===== config.mk =====
export PLATFORM = sky130hd
export DESIGN_NAME = vc_regfile_drain_flat
export DESIGN_NICKNAME = d
export VERILOG_FILES = /design/src/rtl/vc_regfile_drain_pkg.sv /design/src/rtl/vc_regfile_drain_if.sv /design/src/rtl/vc_WrapCounter.sv /design/src/rtl/vc_regfile_drain.sv /design/src/flat_wrapper.sv
export SDC_FILE = /design/constraint.sdc
export NUM_CORES = 1
export LEC_CHECK = 0
export CAP_MARGIN = 5
export CELL_PAD_IN_SITES_DETAIL_PLACEMENT = 1
export CELL_PAD_IN_SITES_GLOBAL_PLACEMENT = 2
export CORE_MARGIN = 5
export CORE_UTILIZATION = 14
export CTS_CLUSTER_SIZE = 12
export DETAILED_ROUTE_END_ITERATION = 6
export PLACE_DENSITY = 0.81
export SYNTH_ARGS = -nofsm -noshare
export SYNTH_HDL_FRONTEND = slang
export SYNTH_HIERARCHICAL = 1
export SYNTH_SLANG_ARGS = --single-unit

===== constraint.sdc =====
create_clock -name clk -period 2 [get_ports clk]
set_clock_uncertainty 0.15 [all_clocks]
set_input_delay 0.3 -clock clk [delete_from_list [all_inputs] [get_ports clk]]
set_output_delay 0.3 -clock clk [all_outputs]
set_load 0.02 [all_outputs]

===== src/rtl/vc_regfile_drain_pkg.sv =====
// vc_regfile_drain shared package.
// FSM encoding and address/length width helpers.
package vc_regfile_drain_pkg;

  typedef enum logic {
    IDLE = 1'b0,
    RUN  = 1'b1
  } state_e;

  function automatic int addr_nbits(input int n);
    return (n > 1) ? $clog2(n) : 1;
  endfunction

  // One extra bit so a full-file length is representable
  function automatic int len_nbits(input int n);
    return addr_nbits(n) + 1;
  endfunction

endpackage


===== src/rtl/vc_regfile_drain_if.sv =====
// vc_regfile_drain bundle: command, register-file ports,
// and output stream, all in the domain carried by `domain`.
interface vc_regfile_drain_if
  import vc_regfile_drain_pkg::*;
#(
  parameter int p_data_nbits  = 32,
  parameter int p_num_entries = 32
);

  localparam int c_addr_nbits = addr_nbits(p_num_entries);
  localparam int c_len_nbits  = len_nbits(p_num_entries);

  logic                    domain;
  logic                    cmd_val;
  logic                    cmd_rdy;
  logic [c_addr_nbits-1:0] cmd_base;
  logic [c_len_nbits-1:0]  cmd_len;
  logic                    cmd_clear;
  logic [c_addr_nbits-1:0] rf_read_addr;
  logic [p_data_nbits-1:0] rf_read_data;
  logic                    rf_write_en;
  logic [c_addr_nbits-1:0] rf_write_addr;
  logic [p_data_nbits-1:0] rf_write_data;
  logic                    out_val;
  logic                    out_rdy;
  logic [p_data_nbits-1:0] out_data;
  logic                    out_last;

  modport master (
    input  domain,
    input  cmd_val,
    output cmd_rdy,
    input  cmd_base,
    input  cmd_len,
    input  cmd_clear,
    output rf_read_addr,
    input  rf_read_data,
    output rf_write_en,
    output rf_write_addr,
    output rf_write_data,
    output out_val,
    input  out_rdy,
    output out_data,
    output out_last
  );

  modport slave (
    output domain,
    output cmd_val,
    input  cmd_rdy,
    output cmd_base,
    output cmd_len,
    output cmd_clear,
    input  rf_read_addr,
    output rf_read_data,
    input  rf_write_en,
    input  rf_write_addr,
    input  rf_write_data,
    input  out_val,
    output out_rdy,
    input  out_data,
    input  out_last
  );

endinterface


===== src/rtl/vc_WrapCounter.sv =====
// Loadable address counter that wraps at p_num_entries-1,
// so non-power-of-two depths sweep correctly.
module vc_WrapCounter #(
  parameter int p_num_entries = 32,
  parameter int p_addr_nbits  = 5
) (
  input  logic                    clk,
  input  logic                    reset,
  input  logic                    load,
  input  logic [p_addr_nbits-1:0] load_val,
  input  logic                    en,
  output logic [p_addr_nbits-1:0] count
);

  localparam logic [p_addr_nbits-1:0] c_top =
    p_addr_nbits'(p_num_entries - 1);

  always_ff @(posedge clk) begin
    if (!reset) begin
      count <= '0;
    end else if (load) begin
      count <= load_val;
    end else if (en) begin
      count <= (count == c_top) ? '0 : count + 1'b1;
    end
  end

endmodule


===== src/rtl/vc_regfile_drain.sv =====
// Burst read-side master for a 1r1w register file with
// optional read-and-clear and domain-change abort.
module vc_regfile_drain
  import vc_regfile_drain_pkg::*;
#(
  parameter int p_data_nbits  = 32,
  parameter int p_num_entries = 32
) (
  input logic                clk,
  input logic                reset,
  vc_regfile_drain_if.master bus
);

  localparam int c_addr_nbits = addr_nbits(p_num_entries);
  localparam int c_len_nbits  = len_nbits(p_num_entries);
  localparam logic [c_len_nbits-1:0] c_max =
    c_len_nbits'(p_num_entries);

  state_e                  state;
  state_e                  state_n;
  logic [c_len_nbits-1:0]  rem;
  logic [c_len_nbits-1:0]  len_c;
  logic [c_addr_nbits-1:0] cur;
  logic                    dom_q;
  logic                    clr_q;
  logic                    accept;
  logic                    abort;
  logic                    last;
  logic                    fire;

  assign len_c  = (bus.cmd_len > c_max) ? c_max : bus.cmd_len;
  assign accept = (state == IDLE) && bus.cmd_val;
  assign abort  = (state == RUN) && (bus.domain != dom_q);
  assign last   = (rem == c_len_nbits'(1));
  assign fire   = bus.out_val && bus.out_rdy;

  always_comb begin
    state_n      = state;
    bus.cmd_rdy  = 1'b0;
    bus.out_val  = 1'b0;
    bus.out_last = 1'b0;
    unique case (1'b1)
      (state == IDLE): begin
        bus.cmd_rdy = 1'b1;
        if (bus.cmd_val && (len_c != '0)) begin
          state_n = RUN;
        end
      end
      (state == RUN): begin
        if (abort) begin
          state_n = IDLE;
        end else begin
          bus.out_val  = 1'b1;
          bus.out_last = last;
          if (bus.out_rdy && last) begin
            state_n = IDLE;
          end
        end
      end
    endcase
  end

  always_ff @(posedge clk) begin
    if (!reset) begin
      state <= IDLE;
      rem   <= '0;
      dom_q <= 1'b0;
      clr_q <= 1'b0;
    end else begin
      state <= state_n;
      if (accept) begin
        rem   <= len_c;
        dom_q <= bus.domain;
        clr_q <= bus.cmd_clear;
      end else if (abort) begin
        rem <= '0;
      end else if (fire) begin
        rem <= rem - 1'b1;
      end
    end
  end

  vc_WrapCounter #(
    .p_num_entries (p_num_entries),
    .p_addr_nbits  (c_addr_nbits)
  ) u_cnt (
    .clk      (clk),
    .reset    (reset),
    .load     (accept),
    .load_val (bus.cmd_base),
    .en       (fire),
    .count    (cur)
  );

  // Read is combinational, so the beat leaves before its clear lands
  assign bus.rf_read_addr  = cur;
  assign bus.out_data      = bus.rf_read_data;
  assign bus.rf_write_addr = cur;
  assign bus.rf_write_data = p_data_nbits'(0);
  assign bus.rf_write_en   = fire && clr_q && reset;

endmodule


===== src/flat_wrapper.sv =====
// flat-port wrapper written by rule: the top's interface ports become plain ports
module vc_regfile_drain_flat import vc_regfile_drain_pkg::*;
#(
  parameter int p_data_nbits  = 32,
  parameter int p_num_entries = 32
)
  (clk, reset, bus_domain, bus_cmd_val, bus_cmd_rdy, bus_cmd_base, bus_cmd_len, bus_cmd_clear, bus_rf_read_addr, bus_rf_read_data, bus_rf_write_en, bus_rf_write_addr, bus_rf_write_data, bus_out_val, bus_out_rdy, bus_out_data, bus_out_last);
  vc_regfile_drain_if #(.p_data_nbits(p_data_nbits), .p_num_entries(p_num_entries)) bus_i ();
  input logic clk;
  input logic reset;
  input wire logic [$bits(bus_i.domain)-1:0] bus_domain;
  input wire logic [$bits(bus_i.cmd_val)-1:0] bus_cmd_val;
  output wire logic [$bits(bus_i.cmd_rdy)-1:0] bus_cmd_rdy;
  input wire logic [$bits(bus_i.cmd_base)-1:0] bus_cmd_base;
  input wire logic [$bits(bus_i.cmd_len)-1:0] bus_cmd_len;
  input wire logic [$bits(bus_i.cmd_clear)-1:0] bus_cmd_clear;
  output wire logic [$bits(bus_i.rf_read_addr)-1:0] bus_rf_read_addr;
  input wire logic [$bits(bus_i.rf_read_data)-1:0] bus_rf_read_data;
  output wire logic [$bits(bus_i.rf_write_en)-1:0] bus_rf_write_en;
  output wire logic [$bits(bus_i.rf_write_addr)-1:0] bus_rf_write_addr;
  output wire logic [$bits(bus_i.rf_write_data)-1:0] bus_rf_write_data;
  output wire logic [$bits(bus_i.out_val)-1:0] bus_out_val;
  input wire logic [$bits(bus_i.out_rdy)-1:0] bus_out_rdy;
  output wire logic [$bits(bus_i.out_data)-1:0] bus_out_data;
  output wire logic [$bits(bus_i.out_last)-1:0] bus_out_last;
  assign bus_i.domain = bus_domain;
  assign bus_i.cmd_val = bus_cmd_val;
  assign bus_cmd_rdy = bus_i.cmd_rdy;
  assign bus_i.cmd_base = bus_cmd_base;
  assign bus_i.cmd_len = bus_cmd_len;
  assign bus_i.cmd_clear = bus_cmd_clear;
  assign bus_rf_read_addr = bus_i.rf_read_addr;
  assign bus_i.rf_read_data = bus_rf_read_data;
  assign bus_rf_write_en = bus_i.rf_write_en;
  assign bus_rf_write_addr = bus_i.rf_write_addr;
  assign bus_rf_write_data = bus_i.rf_write_data;
  assign bus_out_val = bus_i.out_val;
  assign bus_i.out_rdy = bus_out_rdy;
  assign bus_out_data = bus_i.out_data;
  assign bus_out_last = bus_i.out_last;
  vc_regfile_drain #(.p_data_nbits(p_data_nbits), .p_num_entries(p_num_entries)) u_core (.clk(clk), .reset(reset), .bus(bus_i));
endmodule

After elaboration in Yosys (flattened, before gate mapping)
Index checks and enable logic that the tools add are counted.
W data, S select, Z words.
- add/subtract/negate cells: 2
- $lt $le $gt $ge: 1
- eq/ne operators: 3
- mux-type cells: 16
- bitwise logic cells: 1
- reduce and logical (&&, ||, !) cells: 10
- operators by type and width (cell ; number):
    $mux W6 ; 4
    $mux W5 ; 3
    $mux W1 ; 8
    $logic_and A1 B1 Y1 ; 7
    $eq A6 B1 Y1 const B ; 1
    $gt A6 B6 Y1 const B ; 1
    $reduce_bool A6 Y1 ; 1
    $sub A6 B1 Y6 const B ; 1
    $add A5 B1 Y5 const B ; 1
    $eq A5 B5 Y1 const B ; 1
    $reduce_bool A3 Y1 ; 1
    $pmux W1 S2 ; 1
    $reduce_bool A2 Y1 ; 1
    $ne A1 B1 Y1 ; 1
    $not A1 Y1 ; 1
- bits in registers: 14
- bits of input ports: 49
- logic and storage cells: 38

Depth between registers and ports, before layout
- depth in word-level cells: 8
- mapped depth: 7
- gate-level depth less buffers: 6

Cells and area by module
The synthesis kept the hierarchy.
- by module, submodules not included (module ; instances ; cells an instance ; area an instance (um2) ; sequential area each (um2)):
    vc_regfile_drain ; 1 ; 142 ; 1146.1 ; 180.2
    vc_WrapCounter ; 1 ; 31 ; 296.5 ; 100.1

Worst setup path after synthesis
No wires, ideal clock.
- path kind: register to register
- start point: reg u_core.dom_q
- end point: reg u_core.u_cnt.count[3]
- library setup time: 0.074 ns
- arrival time: 1.691 ns
- path slack: 0.085 ns
- cell stages (with the launch flop): 8
- buffers on the path: 1
- cells stage by stage: dfxtp_1 > xnor2_1 > nand2_2 > nor2_1 > buf_6 > inv_2 > or4_1 > a31oi_1
- cells in the longest elaborated chain, start to end: 6
- ends and longest elaborated chain (item ; line ; RTL):
    start: declaration ; vc_regfile_drain.sv:24 ; logic dom_q;
    start signal: assignment ; vc_regfile_drain.sv:73 ; dom_q <= bus.domain;
    $ne A1 B1 Y1 ; vc_regfile_drain.sv:33 ; assign abort = (state == RUN) && (bus.domain != dom_q);
    $logic_and A1 B1 Y1 ; vc_regfile_drain.sv:33 ;
    $mux W1 ; vc_regfile_drain.sv:50 ; if (abort) begin
    $mux W1 ; vc_regfile_drain.sv:42 ; unique case (1'b1)
    $logic_and A1 B1 Y1 ; vc_regfile_drain.sv:35 ; assign fire = bus.out_val && bus.out_rdy;
    named net u_core.fire ; vc_regfile_drain.sv:29 ; logic fire;
    $reduce_bool A2 Y1 (no line) ; - ;
    end signal: assignment ; vc_WrapCounter.sv:22 ; count <= load_val;
    end signal: assignment ; vc_WrapCounter.sv:24 ; count <= (count == c_top) ? '0 : count + 1'b1;
    end: declaration ; vc_WrapCounter.sv:12 ; output logic [p_addr_nbits-1:0] count
The timed path passes the listed nets, and every way through them passes these cells.
A chain may end at the register's enable or synchronous reset.

Worst setup path in the final report
- start point: in bus_out_rdy
- end point: out bus_rf_write_en
- cells in the longest elaborated chain, start to end: 3
- ends and longest elaborated chain (item ; line ; RTL):
    start: declaration ; flat_wrapper.sv:23 ; input wire logic [$bits(bus_i.out_rdy)-1:0] bus_out_rdy;
    $logic_and A1 B1 Y1 ; vc_regfile_drain.sv:35 ;
    named net u_core.fire ; vc_regfile_drain.sv:29 ;
    $logic_and A1 B1 Y1 (2 in a row) ; vc_regfile_drain.sv:100 ; assign bus.rf_write_en = fire && clr_q && reset;
    end: declaration ; flat_wrapper.sv:19 ; output wire logic [$bits(bus_i.rf_write_en)-1:0] bus_rf_write_en;
The timed path passes the listed nets, and every way through them passes these cells.

==> results.yml <==
outcome:
  outcome: "finished, final reports clean"
detailed_routing:
  drtIter0Drc: 57
  postRouteWirelength_um: 3350
  drc: 0
  drtAntennaViolNets: 0
  firstDrtPassIters: 4
  vias_per_cell: 3.32
  wire_per_inst_um: 10.7
  vias: 1039
sta:
  rsz0062_at_grt: "no"
  period_share: 0.944
  hold_violations: 0
  fmax_ghz: 0.530
  hold_ws_ns: 0.365
  report.final.slew_viol_count: 0
  setup_viol: 0
  fin_ws_ns: 0.112
  min_period_ns: 1.89
logic_synthesis:
  synth-edff-count: 0
  yosys_warnings: 6
  syn_area_um2: 1440
  syn_area_per_cell_um2: 8.34
  async_reset_ff_frac: 0
  ys_ff_latch: 14
  ys_types: 42
  synth_cells: 173
  synthFlopType: "dfxtp_1"
  ys_seq_area_frac: 0.194
worst_setup_path:
  r2r-start: "u_core/u_cnt/count[1]"
  worst-path-buf-inv: 3
  cp.arrival_ns: 1.44
  crit_cells: 5
  endpoint_kind: "output port"
  path_delay_family: "buffers and inverters"
  required_ns: 1.55
  crit_path_max_incr_delay_ns: 0.49
  reg2reg_depth: 5
  worstSetupEndpoint: "bus_rf_write_en"
  crit_type: "input pin to output port"
  startpoint: "bus_out_rdy"
  r2r_end: "u_core/u_cnt/count[3]"
  worstPathCellList: "clkdlybuf4s50_1 -> inv_1 -> nor2_2 -> and3_1 -> clkdlybuf4s15_2"
  r2r_slack_ns: 0.13
  critPathSlowestCell: "clkdlybuf4s50_1"
  cp_max_fo: 2
  critPathLaunchType: "input pin"
power:
  switching_power_mw: 0.363
  p_int_mw: 0.661
  comb_power_share: 0.383
  powerDensity_nw_per_um2: 625
  leakage_nw: 0.700
  pwr-share-clk: 0.279
  ir_drop_mv: 0.198
  total_power_mw: 1.02
  p_seq_frac: 0.338
  p_sw_frac: 0.355
cells_and_area:
  num_antenna_cells: 0
  regArea_um2: 280
  fill_cells: 1228
  multi_input_area_um2: 713
  final_cell_count_no_fill: 313
  fin_nets: 231
  area_growth_pct: 13.5
  design_area_um2: 1640
  final_layout_size_suffix_gt1_frac: 0.175
place:
  dp.cells: 309
  dp_hpwl_um: 2770
  gp_congestion: 0.745
  dpl_worst_slack_ns: -0.451
  post_dp_cell_area_um2: 1570
  port_buffers: 30
global_routing:
  grtUsageTotal: 0.0534
  grt_pass1_vias: 1069
  grt_pass1_wl_um: 5500
  antenna_found_initial: 0
  grt_max_degree: 16
  gr-total-overflow: 0
clock_network:
  clock_latency_ns: 0.25
  cts_buffers: 3
  clk_pin_slew_ns: 0.06
  clockRootBuffer: "clkbuf_8"
  h-tree-depth: 1
  clkSinkCount: 14
  post_cts_buffers: 0
  cts_max_path_buffers: 2
  cts_tree: "yes"
floorplanning:
  chipWidth_um: 112
  fp.dieH_um: 112
  num_io_pins: 127
  start_util: 0.142
  rows: 37
  core_area_um2: 10200
  die-area_um2: 12400
flow_run:
  cap_violations: 0
worst_hold_path:
  hp-class: "flip-flop to flip-flop"
==> how the worst min path moves through the flow <==
stage                  from                     to  slack [ns]  depth (start not counted)
2_1_floorplan         reset  u_core/u_cnt/count[2]        0.29                          2
3_3_place_gp   u_core/clr_q           u_core/clr_q        0.34                          2
3_5_place_dp   u_core/clr_q           u_core/clr_q        0.36                          2
4_1_cts        u_core/clr_q           u_core/clr_q        0.38                          2
5_1_grt        u_core/clr_q           u_core/clr_q        0.41                          2
6_report       u_core/clr_q           u_core/clr_q        0.36                          2
==> synthesized netlist by cell type, types with 2 or more instances <==
cell type / count / area, um^2
buf_4: 70 / 526
inv_1: 7 / 26.3
xnor2_1: 3 / 26.3
o21ai_0: 7 / 35.0
a21oi_1: 5 / 25.0
and3_1: 2 / 12.5
ha_1: 4 / 50.1
o211a_1: 3 / 30.0
nor2b_1: 5 / 31.3
o211ai_2: 2 / 25.0
a22oi_1: 4 / 30.0
nand2_1: 4 / 15.0
dfxtp_1: 14 / 280
nor2_1: 7 / 26.3
xor2_1: 3 / 26.3
mux2i_1: 5 / 50.1
nor3b_1: 2 / 15.0
nand3_1: 2 / 10.0
==> stage by stage <==
| stage | setup TNS (ns) | utilization |
|---|---|---|
| after floorplan | 0 | - |
| after global placement | -1.64 | 0.155 |
| after detailed placement | -1.93 | 0.155 |
| after CTS | 0 | 0.161 |
| after global routing | 0 | 0.161 |
| final | 0 | 0.161 |
==> worst register-to-register path, stage by stage, from the launching register on <==
cell and delay (ns):
dfxtp_1 0.35, ha_1 0.22, and3_1 0.18, ha_1 0.22, or4_1 0.51, a31oi_1 0.16
==> cell families after synthesis <==
| kind of cell | Yosys count | share of synthesized area |
|---|---|---|
| muxes | 5 | 0.0347 |
| AOI/OAI and AO/OA | 30 | 0.161 |
| DFF | 14 | 0.194 |
| xor gates and xnor gates | 6 | 0.0364 |
| and+or+nand+nor | 32 | 0.137 |
| adders and majority gates | 4 | 0.0347 |
| other | 1 | 0.00260 |
| buffers and inverters | 81 | 0.399 |
==> power groups by stage <==
stage                     Combinational, mW  Clock, mW  Sequential (mW)
after CTS                             0.395      0.297            0.347
after global routing                  0.434      0.309            0.352
final                                 0.393      0.285            0.346
after detailed placement              0.394          0            0.352
after global placement                0.386          0            0.350
after floorplan                       0.395          0            0.357
==> what timing repair did <==
| action | CTS | global route |
|---|---|---|
| resized for setup | 8 | 1 |
| setup endpoints to repair | 5 | 1 |
| hold endpoints to repair | 0 | 0 |
| hold buffers | 0 | 0 |
| pin swaps | 0 | 0 |
==> registers in the layout (all words and copies together) (netlist names) <==
register / cells
u_core/rem: 6
u_core/state: 1
u_core/u_cnt/count: 5
u_core/clr_q: 1
u_core/dom_q: 1
==> cell type report <==
class	count	share of cell area
multi-input cells	109	0.435
inverters	8	0.0183
repair buffers	42	0.238
clock buffers	4	0.0336
flip-flops and latches	14	0.171
well taps	136	0.104
==> placed cells by master, fill, tap and decap left out, drive strengths merged, types with 2 or more instances in the layout <==
master and instances:
a31oi 2, nand2 5, nor2 7, clkbuf 4, o21ai 8, nor2b 6
clkdlybuf4s15 2, nand3 2, a22oi 4, dfxtp 14, and3 2, o211ai 2
clkdlybuf4s50 26, o211a 3, nor3b 2, ha 4, buf 12, dlygate4sd2 2
inv 8, a21oi 5, nor3 2, o22ai 2, xnor2 3, mux2i 5
xor2 3, conb 32
==> layer usage <==
metal,track usage,share of wire,up-vias
met5,0,0,-
met4,0.0114,0.0042,0
met3,0.0310,0.12,4
met2,0.0836,0.44,56
met1,0.0638,0.44,487
li1,-,-,492
(Power assumes the default switching activity.)
